`config.mk`:
```
export PLATFORM = sky130hd
export DESIGN_NAME = reg_file_rename
export DESIGN_NICKNAME = d
export VERILOG_FILES = /design/src/rtl/reg_file_rename.sv
export SDC_FILE = /design/constraint.sdc
export NUM_CORES = 2
export LEC_CHECK = 0
export CORE_ASPECT_RATIO = 1.4
export CORE_UTILIZATION = 55
export DETAILED_ROUTE_END_ITERATION = 12
export GPL_ROUTABILITY_DRIVEN = 0
export PLACE_DENSITY = 0.72
export RECOVER_POWER = 50
export SLEW_MARGIN = 10
export SYNTH_ARGS = -nofsm -noshare
export SYNTH_HDL_FRONTEND = slang
export SYNTH_SLANG_ARGS = --single-unit
export TNS_END_PERCENT = 20
```
`constraint.sdc`:
```
create_clock -name clk -period 3.12 [get_ports clk]
set_input_delay 0.312 -clock clk [delete_from_list [all_inputs] [get_ports clk]]
set_output_delay 0.312 -clock clk [all_outputs]
set_load 0.03 [all_outputs]
```
`src/rtl/reg_file_rename.sv`:
```
// Purpose : architectural register file with per-register rename (ROB tag) state.
// Latency : reads are combinational (0 cycles); commit/rename/roll take effect next cycle.
// Backpr. : none; rdy low freezes all state, and reads keep reflecting stored state.
//
// Ports:
//   clk, rst                       clock, synchronous active-high reset
//   rdy                            global ready; low = hold state, ignore inputs
//   Dis_rs1/2 -> Dis_busy/tag/val  dispatch source-operand lookup (x0 reads as 0)
//   Dis_rename_flag/rd/ROB_idx     dispatch renames rd to an allocated ROB entry
//   ROB_write_flag/rd/idx/val      ROB commit port; a matching tag clears busy
//   ROB_roll                       flush: clear every busy bit, drop the rename
//
// Build option: define RF_BYPASS_EN to forward a same-cycle commit straight to
// the dispatch read ports. Without it, dispatch sees the register still busy
// with the committing tag and resolves the value through the ROB.
module reg_file_rename #(
    parameter int ROB_IDX_W = 4,
    parameter int REG_NUM   = 32
) (
    input  logic                 clk,
    input  logic                 rst,
    input  logic                 rdy,
    input  logic [4:0]           Dis_rs1,
    input  logic [4:0]           Dis_rs2,
    output logic                 Dis_busy1,
    output logic [ROB_IDX_W-1:0] Dis_tag1,
    output logic [31:0]          Dis_val1,
    output logic                 Dis_busy2,
    output logic [ROB_IDX_W-1:0] Dis_tag2,
    output logic [31:0]          Dis_val2,
    input  logic                 Dis_rename_flag,
    input  logic [4:0]           Dis_rd,
    input  logic [ROB_IDX_W-1:0] Dis_ROB_idx,
    input  logic                 ROB_write_flag,
    input  logic [4:0]           ROB_rd,
    input  logic [ROB_IDX_W-1:0] ROB_idx,
    input  logic [31:0]          ROB_val,
    input  logic                 ROB_roll
);

    logic [31:0]          val_q [REG_NUM];
    logic [31:0]          val_d [REG_NUM];
    logic [ROB_IDX_W-1:0] tag_q [REG_NUM];
    logic [ROB_IDX_W-1:0] tag_d [REG_NUM];
    logic [REG_NUM-1:0]   busy_q;
    logic [REG_NUM-1:0]   busy_d;

    logic commit_en;
    logic commit_clears;
    logic rename_en;

    // x0 is hard-wired: neither port may ever touch entry 0.
    assign commit_en     = rdy && ROB_write_flag && (ROB_rd != 5'd0);
    // Only the commit of the newest writer frees the register; an older
    // commit still lands its value but a younger rename keeps ownership.
    assign commit_clears = commit_en && busy_q[ROB_rd] && (tag_q[ROB_rd] == ROB_idx);
    assign rename_en     = rdy && Dis_rename_flag && (Dis_rd != 5'd0) && !ROB_roll;

    always_comb begin
        val_d  = val_q;
        tag_d  = tag_q;
        busy_d = busy_q;

        if (commit_en) begin
            val_d[ROB_rd] = ROB_val;
        end
        if (commit_clears) begin
            busy_d[ROB_rd] = 1'b0;
        end

        // A jump commit raises write and roll together, so the value write
        // above still stands; only rename state is discarded. Tags are left
        // stale because busy alone gates their meaning.
        if (rdy && ROB_roll) begin
            busy_d = '0;
        end else if (rename_en) begin
            // Applied after the commit so rename wins a same-register race.
            busy_d[Dis_rd] = 1'b1;
            tag_d[Dis_rd]  = Dis_ROB_idx;
        end
    end

    always_ff @(posedge clk) begin
        if (rst) begin
            for (int i = 0; i < REG_NUM; i++) begin
                val_q[i] <= '0;
                tag_q[i] <= '0;
            end
            busy_q <= '0;
        end else begin
            val_q  <= val_d;
            tag_q  <= tag_d;
            busy_q <= busy_d;
        end
    end

`ifdef RF_BYPASS_EN
    logic fwd_hit1;
    logic fwd_hit2;
    // commit_clears already implies rd != 0, rdy, and a busy entry whose tag
    // matches the committing ROB index.
    assign fwd_hit1 = commit_clears && (Dis_rs1 == ROB_rd);
    assign fwd_hit2 = commit_clears && (Dis_rs2 == ROB_rd);
`endif

    always_comb begin
        Dis_busy1 = 1'b0;
        Dis_tag1  = '0;
        Dis_val1  = '0;
        if (Dis_rs1 != 5'd0) begin
            Dis_busy1 = busy_q[Dis_rs1];
            Dis_tag1  = tag_q[Dis_rs1];
            Dis_val1  = val_q[Dis_rs1];
`ifdef RF_BYPASS_EN
            if (fwd_hit1) begin
                Dis_busy1 = 1'b0;
                Dis_val1  = ROB_val;
            end
`endif
        end
    end

    always_comb begin
        Dis_busy2 = 1'b0;
        Dis_tag2  = '0;
        Dis_val2  = '0;
        if (Dis_rs2 != 5'd0) begin
            Dis_busy2 = busy_q[Dis_rs2];
            Dis_tag2  = tag_q[Dis_rs2];
            Dis_val2  = val_q[Dis_rs2];
`ifdef RF_BYPASS_EN
            if (fwd_hit2) begin
                Dis_busy2 = 1'b0;
                Dis_val2  = ROB_val;
            end
`endif
        end
    end

endmodule

```
==> reports/results.tsv <==
stage	metric	value	unit
timing	grt_setup_unrepaired	false	
power_and_ir_drop	p_seq_share	46.4	%
power_and_ir_drop	total_power	0.0328	W
die	die_area	0.112	mm²
grt	antenna_found_initial	4	
clock_network	cts_tree	yes	
synth	synth_edf_count	0	
route	via_per_inst	6.86	
grt	grt_pass1_wl	339	mm
hold_path	worstHoldPathType	in2reg	
worst_setup_path	cp_slowest_cell	clkbuf_2	
worst_setup_path	rrSetupSlack	0.83	ns
timing	tightestPinTransition	2.00	ns
timing	relSlewSlack	-33.6	%
timing	setup_ws	-0.0668	ns
synth	seq_area_frac_synth	38.8	%
worst_setup_path	crit_fanout	25	
die	fp.dieW	284	µm
synth	synthMuxAreaShare	31.1	%
route	wl_per_cell	28.9	µm
finish	area_growth	14.4	%
clock_network	htree_levels	3	
outcome	violations	max-capacitance violations, max-slew violations, negative setup slack	
power_and_ir_drop	combinationalPowerShare	7.6	%
timing	clock.fmax	0.314	GHz
timing	finClkSkew	0.0612	ns
route	drc	0	
placement	place_area	0.0664	mm²
grt	grt_pass1_vias	53300	
clock_network	hold_buffers	0	
clock_network	cts_resized	4	
timing	maxSlewViolCount	405	
synth	synthArstFlopShare	0	%
power_and_ir_drop	switchingPower	0.00803	W
finish	register_area	0.0237	mm²
grt	grt_busiest_layer	met2	
finish	multi_input_area	0.0349	mm²
synth	synth_xor_area_share	0.0573	%
grt	grtUsageMet3	11.2	%
synth	synth-seq-cells	1184	
timing	report.final.hold_viol_count	0	
clock_network	root_buffer	clkbuf_16	
synth	synth.avg_cell_area	9.51	µm²
power_and_ir_drop	worst_ir_drop_vdd	533	µV
placement	dp_slack	-0.0232	ns
timing	min_period_over_period	102	%
worst_setup_path	crit_chain	dlygate4sd3_1, clkbuf_1, nor3_1, nor2b_1, clkbuf_2, nand2_1, a21oi_1	
finish	fin_area	0.0699	mm²
die	fp.coreArea	0.110	mm²
die	initial_utilization	55.5	%
synth	synthesis.nets	6492	
worst_setup_path	worst_setup_path_end_kind	flop	
finish	final_cell_mix	nand2_1, dfxtp_1, a21oi_1, mux4_2, buf_4	
grt	grt-ovfl-total	0	
synth	synth-adder-area-share	0	%
timing	finalSetupTns	-0.175	ns
finish	fillers	8530	
grt	grt_usage	40.6	%
die	die_h	396	µm
finish	fin_nets	6517	
synth	synth_ff_type	dfxtp_1	
power_and_ir_drop	powerDensity	469	mW/mm²
worst_setup_path	required	3.73	ns
worst_setup_path	crit_family	buffers and inverters	
synth	synth_top_family_by_area	multiplexers	
placement	port_buffers	139	
finish	drive_above_1_share	23.0	%
finish	final_common_cell	nand2_1	
route	vias	54900	
synth	syn_area	0.0611	mm²
power_and_ir_drop	p_int	0.0247	W
clock_network	clkLatencyLatePin	0.77	ns
clock_network	clkSinkCount	1184	
worst_setup_path	worstPathArrival	3.79	ns
job	cap_violations	5	
power_and_ir_drop	switching_share	24.5	%
route	drt_iter0_markers	9076	
worst_setup_path	crit_type	in2reg	
synth	synthCells	6426	
clock_network	clock_path_buffers	3	
die	io_pins	140	
synth	yosys_warnings	0	
synth	yosys.area_share.simple	16.1	%
worst_setup_path	path_buf_inv	3	
clock_network	clk_pin_slew	0.07	ns
outcome	outcome	finished with violations	
route	totalWireLength	232	mm
die	rows	144	
synth	yosysUniqueCellTypes	39	
timing	setup_viol	8	
route	drt_pre_antenna_iters	9	
clock_network	cts_buffers	112	
timing	period_minus_slack	3.19	ns
grt	grt.met1_usage	49.2	%
synth	synth-compound-area-share	9.58	%
clock_network	cts_setup_buffers	0	
power_and_ir_drop	p_clk_share	46.0	%
worst_setup_path	cp-start-kind	primary input	
power_and_ir_drop	p_leak	23.1	nW
grt	grt_max_degree	133	
placement	dp_hpwl	144	mm
route	detail-route-antenna-nets	0	
worst_setup_path	crit_path_max_incr_delay	1.07	ns
finish	fin_util	63.5	%
grt	gr-usage-met2	61.5	%
[Yosys cell counts, types with 6 or more instances]
cell / number / share of area (%)
buf_4: 8 / 0.098
a21oi_2: 30 / 0.43
nand2_1: 2138 / 13
nor2_1: 211 / 1.3
or4bb_1: 6 / 0.11
nor3_2: 9 / 0.15
buf_2: 112 / 0.92
nand3_1: 12 / 0.098
clkbuf_1: 444 / 2.7
a21oi_1: 1043 / 8.5
nand2b_1: 8 / 0.082
o22ai_1: 32 / 0.33
nor2b_1: 41 / 0.42
mux4_2: 748 / 28
nor3_1: 41 / 0.34
o21ai_0: 31 / 0.25
nor4_1: 6 / 0.061
buf_1: 61 / 0.37
dfxtp_1: 1184 / 39
buf_6: 10 / 0.18
mux2i_1: 215 / 3.5
[registers in the layout, summed over array words and instances (netlist names)]
register and cells:
tag_q 128, busy_q 32, val_q 1024
[tightest hold or removal path, cell delays in order]
cell and delay (ns):
clkdlybuf4s50_1 0.39, buf_4 0.24, nand2_1 0.09, a21oi_1 0.05
[kinds of logic after synthesis]
| group | Yosys count |
|---|---|
| buffers and inverters | 639 |
| AND/OR/NAND/NOR | 2496 |
| AO/OA/AOI/OAI | 1138 |
| XOR/XNOR | 4 |
| multiplexers | 965 |
| flip-flops | 1184 |
[power groups by stage]
stage	Combinational, W	Clock, W	Sequential [W]
finish	0.00249	0.0151	0.0152
global route	0.00256	0.0157	0.0152
CTS	0.00246	0.0150	0.0152
detailed placement	0.00246	0	0.0155
global placement	0.00244	0	0.0155
floorplan	0.00152	0	0.0155
[worst paths after layout]
path / from / endpoint / cells past startpoint
hold / removal: ROB_val[23] / val_q[919] / 4
hold reg to reg: val_q[823] / val_q[823] / 2
setup reg to reg: tag_q[43] / busy_q[31] / 8
setup / recovery: ROB_rd[1] / val_q[878] / 7
[area by class of cell]
| class | instances | share of cell area (%) |
|---|---|---|
| Clock buffer | 151 | 4.61 |
| Multi-Input combinational cell | 4603 | 50.0 |
| Timing Repair Buffer | 548 | 7.69 |
| Antenna cell | 2 | 0.00716 |
| Inverter | 2 | 0.0107 |
| Sequential cell | 1184 | 33.9 |
| Clock inverter | 56 | 1.17 |
| Tap cell | 1460 | 2.61 |
[routing by layer]
metal / vias up / wire length, µm / share of wire (%)
met2: 4510 / 102000 / 44
met3: 1272 / 32400 / 14
met1: 26500 / 75600 / 33
li1: 22700 / - / -
met4: 8 / 21300 / 9.2
met5: - / 53 / 0.023
[per-stage QoR]
stage / cells / hold WS [ns]
finish: 8006 / 0.381
global placement: 7797 / 0.448
floorplan: 6426 / 0.443
global route: 8004 / 0.394
detailed placement: 7797 / 0.455
CTS: 8004 / 0.0438
Note: power is estimated with default switching activity, not from simulation.
